[config.mk]
export PLATFORM = sky130hd
export DESIGN_NAME = dram_loader
export DESIGN_NICKNAME = d
export VERILOG_FILES = /design/src/rtl/kl_diag_pkg.sv /design/src/rtl/dram_parity_gen.sv /design/src/rtl/dram_loader.sv
export SDC_FILE = /design/constraint.sdc
export NUM_CORES = 1
export LEC_CHECK = 0
export BUFFER_PORTS_ARGS = -buffer_cell sky130_fd_sc_hd__buf_4
export CAP_MARGIN = 5
export CORE_MARGIN = 2
export CORE_UTILIZATION = 40
export DETAILED_ROUTE_END_ITERATION = 12
export GPL_ROUTABILITY_DRIVEN = 1
export SLEW_MARGIN = 20
export SYNTH_ARGS = -nofsm -noshare
export SYNTH_HDL_FRONTEND = slang
export SYNTH_SLANG_ARGS = --single-unit
[constraint.sdc]
create_clock -name clk -period 2.6 [get_ports clk]
set_clock_uncertainty 0.15 [all_clocks]
set_input_delay 0.26 -clock clk [delete_from_list [all_inputs] [get_ports clk]]
set_output_delay 0.26 -clock clk [all_outputs]
set_load 0.1 [all_outputs]
[src/rtl/kl_diag_pkg.sv]
// Shared definitions for the KL10 diagnostic DRAM write path: function codes,
// sequencer state encodings, DRAM word field widths and the parity helper.
package kl_diag_pkg;

  // Diagnostic function codes used by the DRAM write sequence
  localparam logic [0:6] FUNC_IR_LOAD  = 7'o057;
  localparam logic [0:6] FUNC_XY_EVEN  = 7'o060;
  localparam logic [0:6] FUNC_XY_ODD   = 7'o061;
  localparam logic [0:6] FUNC_J_COMMON = 7'o062;
  localparam logic [0:6] FUNC_J_EVEN   = 7'o063;
  localparam logic [0:6] FUNC_J_ODD    = 7'o064;

  // DRAM word field widths
  localparam int A_W  = 3;
  localparam int B_W  = 3;
  localparam int JC_W = 4;
  localparam int JW_W = 4;

  // Sequencer steps; each step between IDLE and FIN issues one function
  typedef enum logic [2:0] {
    ST_IDLE = 3'd0,
    ST_IR   = 3'd1,
    ST_XYE  = 3'd2,
    ST_XYO  = 3'd3,
    ST_JC   = 3'd4,
    ST_JE   = 3'd5,
    ST_JO   = 3'd6,
    ST_FIN  = 3'd7
  } state_e;

  // Phases inside one step
  typedef enum logic [1:0] {
    PH_SETUP  = 2'd0,
    PH_STROBE = 2'd1,
    PH_HOLD   = 2'd2
  } phase_e;

  // Odd parity over one DRAM word: the returned bit makes the total count of
  // ones across A, B, P, J common and J word odd.
  function automatic logic dram_odd_parity(
    input logic [0:A_W-1]  a,
    input logic [0:B_W-1]  b,
    input logic [1:JC_W]   jc,
    input logic [7:6+JW_W] jw
  );
    return ~^{a, b, jc, jw};
  endfunction

endpackage

[src/rtl/dram_parity_gen.sv]
// Combinational odd-parity generator for one DRAM word.
module dram_parity_gen
  import kl_diag_pkg::*;
(
  input  logic [0:A_W-1]  a,
  input  logic [0:B_W-1]  b,
  input  logic [1:JC_W]   jc,
  input  logic [7:6+JW_W] jw,
  output logic            p
);

  assign p = dram_odd_parity(a, b, jc, jw);

endmodule

[src/rtl/dram_loader.sv]
// Diagnostic DRAM write sequencer: captures one even/odd DRAM word pair and
// issues IR load, XY even, XY odd, J common, J even and J odd on the EBUS,
// each as a setup / strobe / hold step with all outputs registered.
module dram_loader
  import kl_diag_pkg::*;
#(
  parameter int         SETUP_CYCLES  = 1,
  parameter int         STROBE_CYCLES = 2,
  parameter logic [0:6] IR_LOAD_FUNC  = FUNC_IR_LOAD
) (
  input  logic            clk,
  input  logic            rst_n,
  input  logic            start,
  input  logic            abort,
  input  logic [0:8]      addr,
  input  logic [0:A_W-1]  evenA,
  input  logic [0:A_W-1]  oddA,
  input  logic [0:B_W-1]  evenB,
  input  logic [0:B_W-1]  oddB,
  input  logic [1:JC_W]   jCommon,
  input  logic [7:6+JW_W] evenJ,
  input  logic [7:6+JW_W] oddJ,
  output logic [0:35]     EBUS,
  output logic            drivingEBUS,
  output logic [0:6]      diagFunc,
  output logic            diagStrobe,
  output logic            busy,
  output logic            done,
  output logic            aborted
);

  // Phase counter counts down from (phase length - 1) to zero
  localparam int MAX_PHASE = (SETUP_CYCLES > STROBE_CYCLES) ? SETUP_CYCLES : STROBE_CYCLES;
  localparam int CNT_W     = (MAX_PHASE > 1) ? $clog2(MAX_PHASE) : 1;
  localparam logic [CNT_W-1:0] SETUP_INIT  = CNT_W'(SETUP_CYCLES - 1);
  localparam logic [CNT_W-1:0] STROBE_INIT = CNT_W'(STROBE_CYCLES - 1);

  state_e             state_r;
  phase_e             phase_r;
  logic [CNT_W-1:0]   cnt_r;

  logic [0:A_W-1]     even_a_r;
  logic [0:A_W-1]     odd_a_r;
  logic [0:B_W-1]     even_b_r;
  logic [0:B_W-1]     odd_b_r;
  logic [1:JC_W]      j_common_r;
  logic [7:6+JW_W]    even_j_r;
  logic [7:6+JW_W]    odd_j_r;

  logic [0:35]        ebus_r;
  logic               driving_r;
  logic [0:6]         func_r;
  logic               strobe_r;
  logic               busy_r;
  logic               done_r;
  logic               aborted_r;

  logic               even_p_s;
  logic               odd_p_s;
  logic [0:8]         ir_addr_s;
  state_e             next_state_s;
  logic [0:6]         next_func_s;
  logic [0:35]        next_ebus_s;

  // The pair address always names the even word, so its low bit is dropped
  assign ir_addr_s = addr & 9'o776;

  dram_parity_gen u_even_parity (
    .a  (even_a_r),
    .b  (even_b_r),
    .jc (j_common_r),
    .jw (even_j_r),
    .p  (even_p_s)
  );

  dram_parity_gen u_odd_parity (
    .a  (odd_a_r),
    .b  (odd_b_r),
    .jc (j_common_r),
    .jw (odd_j_r),
    .p  (odd_p_s)
  );

  // Contents of the step that follows the current one, from captured fields
  always_comb begin
    next_state_s = ST_IDLE;
    next_func_s  = 7'o000;
    next_ebus_s  = 36'o0;
    case (state_r)
      ST_IR: begin
        next_state_s = ST_XYE;
        next_func_s  = FUNC_XY_EVEN;
        next_ebus_s  = {even_a_r, even_b_r, even_p_s, 29'b0};
      end
      ST_XYE: begin
        next_state_s = ST_XYO;
        next_func_s  = FUNC_XY_ODD;
        next_ebus_s  = {odd_a_r, odd_b_r, odd_p_s, 29'b0};
      end
      ST_XYO: begin
        next_state_s = ST_JC;
        next_func_s  = FUNC_J_COMMON;
        next_ebus_s  = {j_common_r, 32'b0};
      end
      ST_JC: begin
        next_state_s = ST_JE;
        next_func_s  = FUNC_J_EVEN;
        next_ebus_s  = {even_j_r, 32'b0};
      end
      ST_JE: begin
        next_state_s = ST_JO;
        next_func_s  = FUNC_J_ODD;
        next_ebus_s  = {odd_j_r, 32'b0};
      end
      ST_JO: begin
        next_state_s = ST_FIN;
        next_func_s  = 7'o000;
        next_ebus_s  = 36'o0;
      end
      default: begin
        next_state_s = ST_IDLE;
        next_func_s  = 7'o000;
        next_ebus_s  = 36'o0;
      end
    endcase
  end

  // Step/phase sequencer with registered EBUS, function and handshake outputs
  always_ff @(posedge clk or negedge rst_n) begin
    if (!rst_n) begin
      state_r    <= ST_IDLE;
      phase_r    <= PH_SETUP;
      cnt_r      <= '0;
      even_a_r   <= 3'b000;
      odd_a_r    <= 3'b000;
      even_b_r   <= 3'b000;
      odd_b_r    <= 3'b000;
      j_common_r <= 4'b0000;
      even_j_r   <= 4'b0000;
      odd_j_r    <= 4'b0000;
      ebus_r     <= 36'o0;
      driving_r  <= 1'b0;
      func_r     <= 7'o000;
      strobe_r   <= 1'b0;
      busy_r     <= 1'b0;
      done_r     <= 1'b0;
      aborted_r  <= 1'b0;
    end else begin
      done_r    <= 1'b0;
      aborted_r <= 1'b0;
      case (state_r)
        ST_IDLE: begin
          strobe_r <= 1'b0;
          if (start) begin
            even_a_r   <= evenA;
            odd_a_r    <= oddA;
            even_b_r   <= evenB;
            odd_b_r    <= oddB;
            j_common_r <= jCommon;
            even_j_r   <= evenJ;
            odd_j_r    <= oddJ;
            state_r    <= ST_IR;
            phase_r    <= PH_SETUP;
            cnt_r      <= SETUP_INIT;
            driving_r  <= 1'b1;
            func_r     <= IR_LOAD_FUNC;
            ebus_r     <= {ir_addr_s, 27'b0};
            busy_r     <= 1'b1;
          end else begin
            driving_r <= 1'b0;
            func_r    <= 7'o000;
            ebus_r    <= 36'o0;
            busy_r    <= 1'b0;
          end
        end

        ST_IR, ST_XYE, ST_XYO, ST_JC, ST_JE, ST_JO: begin
          if (abort) begin
            // Cancel wins over any phase advance on this edge
            state_r   <= ST_IDLE;
            phase_r   <= PH_SETUP;
            cnt_r     <= '0;
            driving_r <= 1'b0;
            strobe_r  <= 1'b0;
            func_r    <= 7'o000;
            ebus_r    <= 36'o0;
            busy_r    <= 1'b0;
            aborted_r <= 1'b1;
          end else begin
            case (phase_r)
              PH_SETUP: begin
                if (cnt_r == '0) begin
                  phase_r  <= PH_STROBE;
                  cnt_r    <= STROBE_INIT;
                  strobe_r <= 1'b1;
                end else begin
                  cnt_r <= cnt_r - 1'b1;
                end
              end
              PH_STROBE: begin
                if (cnt_r == '0) begin
                  phase_r  <= PH_HOLD;
                  strobe_r <= 1'b0;
                end else begin
                  cnt_r <= cnt_r - 1'b1;
                end
              end
              PH_HOLD: begin
                // Data changes only after the hold cycle; JO's successor is FIN
                state_r   <= next_state_s;
                phase_r   <= PH_SETUP;
                cnt_r     <= SETUP_INIT;
                func_r    <= next_func_s;
                ebus_r    <= next_ebus_s;
                driving_r <= (next_state_s != ST_FIN);
                done_r    <= (next_state_s == ST_FIN);
              end
              default: begin
                phase_r  <= PH_HOLD;
                strobe_r <= 1'b0;
              end
            endcase
          end
        end

        ST_FIN: begin
          // The sequence has completed; a late cancel has nothing to undo
          state_r   <= ST_IDLE;
          driving_r <= 1'b0;
          strobe_r  <= 1'b0;
          busy_r    <= 1'b0;
        end

        default: begin
          state_r   <= ST_IDLE;
          phase_r   <= PH_SETUP;
          driving_r <= 1'b0;
          strobe_r  <= 1'b0;
          func_r    <= 7'o000;
          ebus_r    <= 36'o0;
          busy_r    <= 1'b0;
        end
      endcase
    end
  end

  assign EBUS        = ebus_r;
  assign drivingEBUS = driving_r;
  assign diagFunc    = func_r;
  assign diagStrobe  = strobe_r;
  assign busy        = busy_r;
  assign done        = done_r;
  assign aborted     = aborted_r;

endmodule
======== Word-level counts from Yosys, hierarchy flattened ========
Index checks and enable logic that the tools add are counted.
storage, ports and cells
  output and inout bits ................... 48
  bits of input ports ..................... 37
  register bits ........................... 78
operators by class
  add/sub/neg operators ................... 1
  muxes and demuxes ....................... 43
  reductions and logical operators ........ 13
  equality and inequality tests ........... 18
operators by type and width
  kind                                           count
  case mux 36 bit (5 select lines)               1
  2-to-1 mux 36 bit                              3
  case mux 36 bit (2 select lines)               1
  case mux 6 bit (5 select lines)                1
  XNOR reduction 14 bit                          2
  case mux 3 bit (6 select lines)                1
  2-to-1 mux 1 bit                               16
  == test 3 bit, second input constant           5
  2-to-1 mux 7 bit                               2
  case mux 7 bit (2 select lines)                1
  case mux 1 bit (3 select lines)                4
  2-to-1 mux 3 bit                               3
  case mux 3 bit (3 select lines)                1
  2-to-1 mux 2 bit                               4
  != test 4 bit, second input constant           2
  == test 3 x 2 -> 1 bit, second input constant  2
  2-to-1 mux 6 bit                               1
  != test 3 bit, second input constant           2
  case mux 2 bit (3 select lines)                1
  AND reduction 2 bit                            3
  AND reduction 3 bit                            2
  OR reduction 6 bit                             1
  != test 5 x 3 -> 1 bit, second input constant  1
  != test 2 bit, second input constant           2
  other kinds (12)                               13

======== Logic depth before layout (Yosys ltp) ========
  depth after elaboration ................. 6
  depth in mapped cells ................... 8

======== Modules after synthesis ========
A second synthesis with hierarchy kept.
second synthesis, totals
  cells, all modules ...................... 251
  area, all modules ....................... 2830.2 sq um
by module, submodules not included
  module           area each (sq um)  cells an instance  times used
  dram_loader      2567.5             229                1
  dram_parity_gen  131.4              11                 2

======== Worst setup path before layout ========
Ideal clock, no wire load.
  kind .................................... register -> register
  from .................................... reg even_j_r[7] (netlist bit)
  to ...................................... reg ebus_r, in the netlist EBUS[6]
  arrival time ............................ 1716 ps
  path buffers ............................ 0
  cell stages (with the launch flop) ...... 6
  setup slack ............................. 662 ps
  setup time .............................. 72 ps
  period minus slack after synthesis ...... 1938 ps
  cell sequence ........................... dfrtp_1 -> xor2_1 -> xnor3_1 -> xnor3_1 -> or4_1 -> nand3_1
on the way
  word-level cells in the longest chain between the ends .. 5
RTL lines
  item                              line                RTL
  from (decl)                       dram_loader.sv:47   logic [7:6+JW_W] even_j_r;
  from (signal assigned)            dram_loader.sv:160  even_j_r <= evenJ;
  XNOR reduction 14 bit             kl_diag_pkg.sv:46   return ~^{a, b, jc, jw};
  case mux 36 bit (5 select lines)  dram_loader.sv:89   case (state_r)
  2-to-1 mux 36 bit                 dram_loader.sv:190  case (phase_r)
  2-to-1 mux 36 bit                 dram_loader.sv:178  if (abort) begin
  case mux 36 bit (2 select lines)  dram_loader.sv:151  case (state_r)
  to (signal assigned)              dram_loader.sv:167  ebus_r <= {ir_addr_s, 27'b0};
  to (signal assigned)              dram_loader.sv:214  ebus_r <= next_ebus_s;
  to (decl)                         dram_loader.sv:50   logic [0:35] ebus_r;
Every way passes these cells. The select of a mux whose other input is x is not followed.
A chain may end at the register's enable or synchronous reset.

======== Worst setup path after layout ========
  from .................................... reg state_r[2]
  to ...................................... reg func_r, in the netlist diagFunc[6]
on the way
  word-level cells in the longest chain between the ends .. 5
RTL lines
  item                                   line                                   RTL
  from (decl)                            dram_loader.sv:38                      state_e state_r;
  from (signal assigned)                 dram_loader.sv:210                     state_r <= next_state_s;
  == test 3 bit (tied with other cells)  dram_loader.sv:89, dram_loader.sv:151
  case mux 6 bit (5 select lines)        dram_loader.sv:89
  2-to-1 mux 7 bit                       dram_loader.sv:190
  2-to-1 mux 7 bit                       dram_loader.sv:178
  case mux 7 bit (2 select lines)        dram_loader.sv:151
  to (signal assigned)                   dram_loader.sv:213                     func_r <= next_func_s;
  to (decl)                              dram_loader.sv:52                      logic [0:6] func_r;
Several ways; a longest one is shown, not always the timed one. The select of a mux whose other input is x is not followed.

==> out/qor.yml <==
drc_errors: 0
startpoint_type: "flop"
yosysSeqAreaShare_pct: 44.6
outcome: "finished clean"
hold_viol_final: 0
post-route-util_pct: 49.1
area_delta_synth_final_pct: 20.0
slew_violations: 0
drive_above_1_share_pct: 31.0
p_sw_share_pct: 42.7
drt_iter0_markers: 130
die_h_microns: 86.9
max_freq_ghz: 0.480
path_clk_slew_ns: 0.10
routed_wl_mm: 5.67
via_per_inst: 4.98
maxSlewHeadroom_pct: 59.0
min_path_type: "input port to flop"
rows: 30
cts_root_buf: "clkbuf_8"
worstPathRequired_ns: 2.65
ir_drop_mv: 0.543
p_comb_share_pct: 53.6
pwr-share-clk_pct: 14.9
grt_pass1_wl_mm: 9.64
crit_type: "flop to flop"
p_per_area_nw_per_um2: 1130
clockBufferDepth: 2
hpwl_mm: 4.12
p_leak_nw: 1.60
placed_cell_area_sq_um: 3160
max_cap_violations: 0
cts_setup_buffers: 0
rsz0062_at_grt: "false"
io_pins: 85
num_vias: 1959
fin_nets: 352
timing.hold.ws_ns: 0.0219
synth.distinct_cells: 43
dieArea_sq_um: 7550
grt_overflow: 0
initial_utilization_pct: 40.9
setup_violations: 0
grt_use_total_pct: 16.2
finalCritPeriodShare_pct: 80.1
detail_route.wl_per_cell_microns: 14.4
synth.area.top_cells: "dfrtp_1 (45%), mux2_2 (10%), buf_4 (7.9%)"
synth_area_leader_cell: "dfrtp_1"
synth_area_sq_um: 2750
port-buffer-count: 54
layout_common_cells: "buf_4 (61), dfrtp_1 (49), conb_1 (29)"
h-tree-depth: 2
worstSetupEndpointType: "flop"
fillCellCount: 630
grt_pass1_vias: 1928
n_antenna_cell: 0
ant_nets: 0
numCtsBuffers: 5
fin_area_sq_um: 3300
syn_inst: 256
core_sq_um: 6720
final_common_cell: "buf_4"
cp.arrival_ns: 2.14
fin_tns_setup_ns: 0
intPower_mw: 2.13
synth_top_area_share_pct: 44.6
grt_max_degree: 50
crit_fanout: 10
gp_congestion: 0.776
yosys_warnings: 0
tightest_slew_ns: 0.616
p_seq_share_pct: 31.6
first_pass_iters: 4
switchingPower_mw: 1.58
min_period_ns: 2.08
tritoncts: "done"
die_x_microns: 86.9
cts_sinks: 49
syn_area_per_cell_sq_um: 10.7
antenna_found_initial: 0
clk-insertion-delay-late_ns: 0.31
ys_ff_latch: 49
-- metal layers --
layer	part of all wire [%]	wire length, microns	GRT usage, %	up-vias
li1	-	-	-	953
met1	47	2670	23.8	932
met2	46	2580	24.3	70
met3	6.3	356	3.41	4
met4	1.0	58	4.69	0
met5	0	0	0	-
-- worst max-delay path, stage by stage (launching register included) --
cell,delay (ns)
dfrtp_1,0.51
buf_4,0.23
or3_1,0.37
and3b_1,0.29
and2_1,0.21
a211o_1,0.22
-- power by group through the flow --
stage               sequential, mW  combinational [mW]  clock [mW]
floorplan                     1.57                1.25           0
global placement              1.19                1.96           0
detailed placement            1.19                2.00           0
CTS                           1.18                2.00       0.575
global route                  1.21                2.11       0.610
finish                        1.17                1.99       0.552
-- path summary, 6_finish.rpt --
| check | from | end | slack (ns) | cells past startpoint |
|---|---|---|---|---|
| min in group asynchronous | rst_n | odd_a_r[1] | 0.35 | 2 |
| max in group asynchronous | rst_n | drivingEBUS | 1.53 | 2 |
| max | state_r[2] | diagFunc[6] | 0.52 | 5 |
| min reg2reg | diagFunc[1] | diagFunc[1] | 0.33 | 2 |
| min | addr[1] | EBUS[1] | 0.02 | 3 |
| max reg2reg | state_r[2] | diagFunc[6] | 0.52 | 5 |
-- state kept, by name, summed over array words and instances (netlist names) --
register,flops
odd_a_r,3
cnt_r,1
phase_r,2
diagFunc,6
diagStrobe,1
done,1
odd_b_r,3
drivingEBUS,1
even_b_r,3
aborted,1
j_common_r,4
busy,1
even_j_r,4
even_a_r,3
state_r,3
odd_j_r,4
EBUS,8
-- layout make-up --
type	count	area (sq um)	area share [%]
clock buffers	5	68.8	2.09
flip-flops and latches	49	1230	37.2
inverters	9	33.8	1.02
clock inverters	3	46.3	1.40
repair buffers	64	498	15.1
multi-input cells	183	1320	40.2
well taps	80	100	3.04
-- cells in the mapped netlist, drive strengths merged --
| cell type | number |
|---|---|
| a22oi | 5 |
| a221o | 2 |
| dfrtp | 49 |
| nor2 | 15 |
| nand2b | 2 |
| a2bb2oi | 4 |
| nor2b | 3 |
| mux2 | 25 |
| a222oi | 4 |
| mux2i | 4 |
| buf | 35 |
| a21o | 4 |
| nand4 | 1 |
| a32oi | 1 |
| a22o | 2 |
| o31ai | 1 |
| clkbuf | 8 |
| xor2 | 1 |
| nor3 | 2 |
| a21oi | 10 |
| nand3 | 5 |
| nand2 | 11 |
| conb | 1 |
| ha | 3 |
| inv | 9 |
| xnor3 | 4 |
| or3 | 2 |
| a211o | 1 |
| and2 | 2 |
| xnor2 | 14 |
| or4 | 1 |
| a221oi | 4 |
| nand3b | 1 |
| and3b | 1 |
| and3 | 3 |
| o21ai | 14 |
| a41oi | 1 |
| o32ai | 1 |
-- through the flow --
stage / std cells / power [mW] / setup WS (ns)
2_1_floorplan: 284 / 2.82 / 0.662
3_3_place_gp: 383 / 3.15 / 0.517
3_5_place_dp: 383 / 3.19 / 0.534
4_1_cts: 393 / 3.75 / 0.523
5_1_grt: 393 / 3.93 / 0.395
6_report: 393 / 3.71 / 0.518
-- logic make-up after synthesis --
kind of cell / share of synthesized area (%)
buf+inv: 11.2
flops: 44.6
mux: 11.7
xor+xnor: 8.33
fa+ha+maj: 1.37
other cells: 0.136
simple gates: 8.83
compound gates: 13.8
-- repair_timing --
item	in CTS	in global routing
hold buffers	2	0
hold endpoints to repair	50	0
gates resized for setup	0	0
Power figures use the tool's default switching activity.
